`src/rtl/sisc_pkg.sv`:
```
// Shared definitions for the SISC core: opcodes, ALU mm codes, FSM states
// and status-register bit positions.
package sisc_pkg;

    localparam logic [3:0] OP_NOP    = 4'd0;
    localparam logic [3:0] OP_ALU_RR = 4'd1;
    localparam logic [3:0] OP_ALU_RI = 4'd2;
    localparam logic [3:0] OP_BRA    = 4'd4;
    localparam logic [3:0] OP_BRR    = 4'd5;
    localparam logic [3:0] OP_HLT    = 4'd15;

    localparam logic [3:0] MM_ADD = 4'd0;
    localparam logic [3:0] MM_SUB = 4'd1;
    localparam logic [3:0] MM_AND = 4'd2;
    localparam logic [3:0] MM_OR  = 4'd3;
    localparam logic [3:0] MM_XOR = 4'd4;
    localparam logic [3:0] MM_NOT = 4'd5;
    localparam logic [3:0] MM_SHL = 4'd6;
    localparam logic [3:0] MM_SHR = 4'd7;

    typedef enum logic [2:0] {
        ST_START,
        ST_FETCH,
        ST_DECODE,
        ST_EXECUTE,
        ST_WBACK,
        ST_HALT
    } state_t;

    localparam int STAT_C = 3;
    localparam int STAT_N = 2;
    localparam int STAT_V = 1;
    localparam int STAT_Z = 0;

endpackage

```
`src/rtl/sisc_if.sv`:
```
// Instruction-memory fetch port: request/address from the core, data/valid
// back from memory.
interface sisc_if #(
    parameter int PC_W = 16
);
    logic            imem_req;
    logic [PC_W-1:0] imem_addr;
    logic [31:0]     imem_data;
    logic            imem_valid;

    modport master (output imem_req, imem_addr, input imem_data, imem_valid);
    modport slave  (input imem_req, imem_addr, output imem_data, imem_valid);
endinterface

```
`src/rtl/sisc_regfile.sv`:
```
// Register file: two asynchronous read ports, one synchronous write port,
// R0 hard-wired to zero, asynchronous active-low clear.
module sisc_regfile #(
    parameter int DATA_W = 32,
    parameter int NREGS  = 16,
    localparam int AW    = $clog2(NREGS)
) (
    input  logic              clk,
    input  logic              rst_f,
    input  logic              we,
    input  logic [AW-1:0]     waddr,
    input  logic [DATA_W-1:0] wdata,
    input  logic [AW-1:0]     raddr_a,
    output logic [DATA_W-1:0] rdata_a,
    input  logic [AW-1:0]     raddr_b,
    output logic [DATA_W-1:0] rdata_b
);
    logic [DATA_W-1:0] regs [NREGS];

    // Write port; R0 is never stored so it always reads back as zero
    always_ff @(posedge clk or negedge rst_f) begin
        if (!rst_f) begin
            for (int unsigned i = 0; i < NREGS; i++) regs[i] <= '0;
        end else if (we && (waddr != '0)) begin
            regs[waddr] <= wdata;
        end
    end

    assign rdata_a = (raddr_a == '0) ? '0 : regs[raddr_a];
    assign rdata_b = (raddr_b == '0) ? '0 : regs[raddr_b];
endmodule

```
`src/rtl/sisc_core.sv`:
```
// Multi-cycle SISC core: fetch/decode/execute/writeback sequencer with PC,
// branches, halt, ALU and status register. Define SISC_SHIFT_EN to build
// the SHL/SHR shifter for mm codes 6/7; otherwise those codes act as NOP.
module sisc_core
    import sisc_pkg::*;
#(
    parameter int DATA_W = 32,
    parameter int NREGS  = 16,
    parameter int PC_W   = 16,
    localparam int AW    = $clog2(NREGS)
) (
    input  logic              clk,
    input  logic              rst_f,
    sisc_if.master            imem,
    output logic              halt,
    output logic [3:0]        stat,
    output logic              wb_we,
    output logic [AW-1:0]     wb_addr,
    output logic [DATA_W-1:0] wb_data
);
    state_t            state;
    logic [PC_W-1:0]   pc;
    logic [31:0]       ir;
    logic [DATA_W-1:0] a_q, b_q;
    logic [3:0]        flags_q;
    logic              stat_ld;

    logic [3:0]        op, mm;
    logic [AW-1:0]     rd, rs, rt;
    logic [15:0]       imm;
    logic [DATA_W-1:0] imm_x;
    logic [PC_W-1:0]   pc_imm;
    logic [DATA_W-1:0] rdata_a, rdata_b;
    logic              is_alu, br_take;

    assign op     = ir[31:28];
    assign mm     = ir[27:24];
    assign rd     = ir[20 +: AW];
    assign rs     = ir[16 +: AW];
    assign rt     = ir[12 +: AW];
    assign imm    = ir[15:0];
    assign imm_x  = DATA_W'($signed(imm));
    // PC_W never exceeds 16, so truncating imm equals sign-extend-then-wrap
    assign pc_imm = imm[PC_W-1:0];
    assign is_alu  = (op == OP_ALU_RR) || (op == OP_ALU_RI);
    assign br_take = (mm == 4'd0) || ((stat & mm) != 4'd0);
    assign imem.imem_addr = pc;

    sisc_regfile #(.DATA_W(DATA_W), .NREGS(NREGS)) u_regfile (
        .clk     (clk),
        .rst_f   (rst_f),
        .we      (wb_we),
        .waddr   (wb_addr),
        .wdata   (wb_data),
        .raddr_a (rs),
        .rdata_a (rdata_a),
        .raddr_b (rt),
        .rdata_b (rdata_b)
    );

    logic [DATA_W:0]   sum;
    logic [DATA_W-1:0] alu_res;
    logic              alu_c, alu_v, alu_ok;
    logic [3:0]        alu_flags;
`ifdef SISC_SHIFT_EN
    logic [6:0]        shamt;
    assign shamt = {1'b0, b_q[5:0]};
`endif

    // ALU on the operands latched in DECODE
    always_comb begin
        sum     = '0;
        alu_res = '0;
        alu_c   = 1'b0;
        alu_v   = 1'b0;
        alu_ok  = 1'b1;
        case (mm)
            MM_ADD: begin
                sum     = {1'b0, a_q} + {1'b0, b_q};
                alu_res = sum[DATA_W-1:0];
                alu_c   = sum[DATA_W];
                alu_v   = (a_q[DATA_W-1] == b_q[DATA_W-1]) && (alu_res[DATA_W-1] != a_q[DATA_W-1]);
            end
            MM_SUB: begin
                sum     = {1'b0, a_q} + {1'b0, ~b_q} + {{DATA_W{1'b0}}, 1'b1};
                alu_res = sum[DATA_W-1:0];
                alu_c   = sum[DATA_W];
                alu_v   = (a_q[DATA_W-1] != b_q[DATA_W-1]) && (alu_res[DATA_W-1] != a_q[DATA_W-1]);
            end
            MM_AND: alu_res = a_q & b_q;
            MM_OR:  alu_res = a_q | b_q;
            MM_XOR: alu_res = a_q ^ b_q;
            MM_NOT: alu_res = ~a_q;
`ifdef SISC_SHIFT_EN
            MM_SHL: alu_res = (shamt >= 7'(DATA_W)) ? '0 : (a_q << shamt);
            MM_SHR: alu_res = (shamt >= 7'(DATA_W)) ? '0 : (a_q >> shamt);
`endif
            default: alu_ok = 1'b0;
        endcase
        alu_flags = '0;
        alu_flags[STAT_C] = alu_c;
        alu_flags[STAT_N] = alu_res[DATA_W-1];
        alu_flags[STAT_V] = alu_v;
        alu_flags[STAT_Z] = (alu_res == '0);
    end

    // Instruction sequencer with registered outputs
    always_ff @(posedge clk or negedge rst_f) begin
        if (!rst_f) begin
            state         <= ST_START;
            pc            <= '0;
            ir            <= '0;
            a_q           <= '0;
            b_q           <= '0;
            flags_q       <= '0;
            stat_ld       <= 1'b0;
            stat          <= '0;
            halt          <= 1'b0;
            imem.imem_req <= 1'b0;
            wb_we         <= 1'b0;
            wb_addr       <= '0;
            wb_data       <= '0;
        end else begin
            case (state)
                ST_START: begin
                    imem.imem_req <= 1'b1;
                    state         <= ST_FETCH;
                end
                ST_FETCH: begin
                    if (imem.imem_valid) begin
                        ir            <= imem.imem_data;
                        pc            <= pc + 1'b1;
                        imem.imem_req <= 1'b0;
                        state         <= ST_DECODE;
                    end
                end
                ST_DECODE: begin
                    a_q   <= rdata_a;
                    b_q   <= (op == OP_ALU_RI) ? imm_x : rdata_b;
                    state <= ST_EXECUTE;
                end
                ST_EXECUTE: begin
                    stat_ld <= 1'b0;
                    if (op == OP_HLT) begin
                        halt  <= 1'b1;
                        state <= ST_HALT;
                    end else begin
                        state <= ST_WBACK;
                        if (is_alu && alu_ok) begin
                            wb_we   <= 1'b1;
                            wb_addr <= rd;
                            wb_data <= alu_res;
                            flags_q <= alu_flags;
                            stat_ld <= 1'b1;
                        end
                        if (op == OP_BRA && br_take) pc <= pc_imm;
                        if (op == OP_BRR && br_take) pc <= pc + pc_imm;
                    end
                end
                ST_WBACK: begin
                    wb_we <= 1'b0;
                    if (stat_ld) stat <= flags_q;
                    imem.imem_req <= 1'b1;
                    state         <= ST_FETCH;
                end
                ST_HALT: begin
                    halt          <= 1'b1;
                    imem.imem_req <= 1'b0;
                end
                default: state <= ST_START;
            endcase
        end
    end
endmodule

```
`src/flat_wrapper.sv`:
```
// flat-port wrapper written by rule: the top's interface ports become plain ports
module sisc_core_flat import sisc_pkg::*;
#(
    parameter int DATA_W = 32,
    parameter int NREGS  = 16,
    parameter int PC_W   = 16,
    localparam int AW    = $clog2(NREGS)
)
  (clk, rst_f, halt, stat, wb_we, wb_addr, wb_data, imem_imem_req, imem_imem_addr, imem_imem_data, imem_imem_valid);
  sisc_if #(.PC_W(PC_W)) imem_i ();
  input  logic clk;
  input  logic rst_f;
  output logic halt;
  output logic [3:0] stat;
  output logic wb_we;
  output logic [AW-1:0] wb_addr;
  output logic [DATA_W-1:0] wb_data;
  output wire logic [$bits(imem_i.imem_req)-1:0] imem_imem_req;
  output wire logic [$bits(imem_i.imem_addr)-1:0] imem_imem_addr;
  input wire logic [$bits(imem_i.imem_data)-1:0] imem_imem_data;
  input wire logic [$bits(imem_i.imem_valid)-1:0] imem_imem_valid;
  assign imem_imem_req = imem_i.imem_req;
  assign imem_imem_addr = imem_i.imem_addr;
  assign imem_i.imem_data = imem_imem_data;
  assign imem_i.imem_valid = imem_imem_valid;
  sisc_core #(.DATA_W(DATA_W), .NREGS(NREGS), .PC_W(PC_W)) u_core (.clk(clk), .rst_f(rst_f), .imem(imem_i), .halt(halt), .stat(stat), .wb_we(wb_we), .wb_addr(wb_addr), .wb_data(wb_data));
endmodule
```
`config.mk`:
```
export PLATFORM = sky130hd
export DESIGN_NAME = sisc_core_flat
export DESIGN_NICKNAME = d
export VERILOG_FILES = /design/src/rtl/sisc_pkg.sv /design/src/rtl/sisc_if.sv /design/src/rtl/sisc_regfile.sv /design/src/rtl/sisc_core.sv /design/src/flat_wrapper.sv
export SDC_FILE = /design/constraint.sdc
export NUM_CORES = 2
export LEC_CHECK = 0
export ABC_AREA = 1
export BUFFER_PORTS_ARGS = -buffer_cell sky130_fd_sc_hd__buf_2
export CORE_ASPECT_RATIO = 0.6
export CORE_MARGIN = 3
export CORE_UTILIZATION = 60
export DETAILED_ROUTE_END_ITERATION = 16
export PLACE_DENSITY = 0.77
export SLEW_MARGIN = 40
export SYNTH_ARGS = -nofsm -noshare
export SYNTH_HDL_FRONTEND = slang
export SYNTH_SLANG_ARGS = --single-unit
export TNS_END_PERCENT = 20
```
`constraint.sdc`:
```
create_clock -name clk -period 3.27 [get_ports clk]
set_clock_uncertainty 0.1 [all_clocks]
set_input_delay 0.4905 -clock clk [delete_from_list [all_inputs] [get_ports clk]]
set_output_delay 0.4905 -clock clk [all_outputs]
set_load 0.05 [all_outputs]
```
==> metrics.cfg <==
[worst_setup_path]
critPathKind = reg2reg
critPathMaxFanout = 4
path_buf_inv = 4
cpMostUsedCell = nand2_1
critPathLaunch = u_core.b_q[0]
cp.arrival_ns = 3.62
reg2reg_depth = 18
path_delay_family = simple AND/OR/NAND/NOR gates
critPathCaptureType = register
r2r_slack_ns = 0.1
required_ns = 3.72
slowest_delay_ns = 0.42
r2r_end = u_core.flags_q[3]
worstSetupStartpointType = register
cp_cell_sequence = ha_1 -> inv_1 -> fa_1 -> inv_1 -> nand3_1 -> nand3_2 -> nand2_1 -> nand2_2 -> buf_4 -> nand2_2 -> nand2_2 -> nand2_1 -> nand2_1 -> nand2_1 -> a21oi_1 -> o21ai_0 -> buf_4 -> a31oi_1
cp_slowest_cell = fa_1
r2r_start = u_core.b_q[0]

[clocking]
clock_path_buffers = 3
root_buffer = clkbuf_16
h-tree-depth = 3
clkLatencyLatePin_ns = 0.65
numCtsBuffers = 66
clkTransAtPathRegs_ns = 0.07
cts_sinks = 674
cts_tree = done

[yosys]
synthSimpleGateAreaFrac = 0.2018
syn_avg_cell_area_sq_um = 7.142
synthXorXnorAreaFrac = 0.004714
synth_enable_flop_cells = 0
synth_top_family_by_area = compound AO/OA/AOI/OAI gates
synth_mux_area_frac = 0.003582
ys_types = 49
synth_top_cells_by_area = dfrtp_1, o21ai_0, nand2_1
syn-num-nets = 5882
synth_compound_area_frac = 0.2467
synth_fa_ha_area_frac = 0.03851
synth_top_area_cell = dfrtp_1
synth_cells = 5723
ys_seq_area_frac = 0.4126
ys_seq_elements = 674
synth_ff_type = dfrtp_1
yosysWarnings = 0
synth_area_sq_um = 40870
yosysTopAreaCellShare = 0.4126
ys_async_sr_fraction = 1.000

[flow_run]
maxCapViolations = 0

[timing]
hold_slack_ns = 0.01324
max_slew_margin = 0.4216
period_share = 0.9697
tightest_slew_ns = 0.8664
setup_violations = 0
fin_tns_setup_ns = 0
drv_slew = 0
hold_viol = 0
max_freq_mhz = 315.4
period_needed_ns = 3.171

[routing]
wirelength_mm = 152.1
drcViolationCount = 0
vias = 41880
vias_per_cell = 6.327
firstDrtPassIters = 8
wl_per_cell_microns = 22.98
drt_iter0_markers = 6800
drtAntennaViolNets = 0

[power_and_ir_drop]
p_per_area_nw_per_um2 = 908.4
p_leak_nw = 20.59
ir_drop_mv = 0.6121

[floorplan]
fp.dieW_microns = 343.0
fp.dieH_microns = 208.2
core_area_sq_um = 66860
pin_count = 94
die_area_sq_um = 71390
initial_core_util = 0.6113
rows = 73

[grt]
grt_util_all_layers = 0.4184
gr-total-overflow = 0
grt_pass1_vias = 37740
grt_pass1_wl_mm = 230.4
antenna_found_initial = 1
grt_max_degree = 153

[worst_hold_path]
min_from = imem_imem_data[0]
min_to = u_core.ir[0]
hold_class = in2reg
whs_path_depth = 2

[place]
io_buffers = 93
gp_congestion = 1.053
hpwlAfterDp_mm = 100.2

[final_layout]
final_core_util = 0.6825
n_fill_cell = 5691
nets = 5823
synthToLayoutAreaGrowth_pct = 11.64
drive_above_1_share = 0.09953

[run_status]
status = finished, final reports clean

## where the power goes
group          internal [mW]  leakage (nW)  switching, mW
combinational           6.96          10.3           16.0
clock                   4.68          1.15           3.58
sequential              9.07          9.18           1.11
## worst register-to-register path, delay by kind of cell (launching register included)
kind / cells / cell delay (ns)
AND/OR/NAND/NOR: 9 / 0.90
adder cells (fa/ha/maj): 2 / 0.61
buffers and inverters: 4 / 0.53
AO/OA/AOI/OAI: 3 / 0.53
flip-flops: 1 / 0.41
## worst max path at each step
stage / to / slack [ns] / cells past startpoint
floorplan: u_core.imem.imem_addr[12] / 0.73 / 13
global placement: u_core.flags_q[0] / -0.03 / 18
detailed placement: u_core.flags_q[0] / -0.11 / 18
CTS: u_core.flags_q[0] / 0.007 / 19
global route: u_core.flags_q[0] / -0.04 / 21
finish: u_core.flags_q[3] / 0.1 / 18
## cell usage after synthesis, types with 35 or more instances
cell and n:
o21ai_0 1267, o211ai_1 106, inv_1 502, dfrtp_1 674, clkbuf_1 334, a21oi_1 401
o22ai_1 35, nand2_1 1233, nor2_1 396, ha_1 121, buf_2 63, nand3_1 279
nand4_1 46
## layout make-up
class | count | area [sq um] | share of cell area
well taps | 900 | 1126 | 0.02468
repair buffers | 309 | 2666 | 0.05843
clock buffers | 92 | 1982 | 0.04344
diodes | 2 | 5.005 | 0.0001097
flip-flops and latches | 674 | 16890 | 0.3701
inverters | 527 | 1983 | 0.04346
clock inverters | 29 | 331.6 | 0.007267
multi-input cells | 4086 | 20650 | 0.4525
## flip-flops by register name, indices dropped and copies added (netlist names), 4 cells and up
register and count:
u_core.u_regfile.regs 512, u_core.a_q 32, u_core.b_q 32, u_core.ir 32, u_core.wb_data 31, u_core.imem.imem_addr 16
u_core.flags_q 4, u_core.stat 4, u_core.wb_addr 4
## per-stage QoR
step / instance area, sq um / total power, mW / worst slack (ns) / std cells
floorplan: 40870 / 23.62 / 0.7330 / 5723
global placement: 42760 / 31.67 / -0.02568 / 6476
detailed placement: 42800 / 31.80 / -0.1143 / 6478
CTS: 45300 / 40.13 / 0.007017 / 6615
global route: 45620 / 43.59 / -0.03794 / 6617
finish: 45630 / 41.45 / 0.09914 / 6619
## cell usage in the layout, fill, tap and decap left out, types with 46 or more instances in the layout
cell type,n
a21oi_1,400
inv_1,498
buf_2,92
nand2_1,1212
o211ai_1,106
nand4_1,46
nand3_1,266
o21ai_0,1266
ha_1,100
buf_4,150
clkbuf_16,68
dfrtp_1,666
nor2_1,383
## what timing repair did
item | in CTS | in global routing
hold endpoints to repair | 72 | 0
pin swaps | 0 | 1
endpoints found under the setup margin | 2 | 4
gates resized for setup | 10 | 58
hold buffers | 16 | 0
buffers inserted | 0 | 1
## kinds of logic after synthesis
group           after synthesis
fa+ha+maj                   124
buf+inv                     963
simple gates               2019
flops                       674
xor+xnor                     22
mux                          13
compound gates             1908
## layer usage
metal / share of wire / global-route usage / routed length [microns] / up-vias
met4: 0.048 / 0.1844 / 7261 / 2
met1: 0.42 / 0.6265 / 64460 / 19720
met2: 0.40 / 0.5584 / 60100 / 2841
met5: 0.00057 / 0.008737 / 86 / -
met3: 0.13 / 0.1175 / 20190 / 425
li1: - / - / - / 18900
Power figures use the tool's default switching activity.
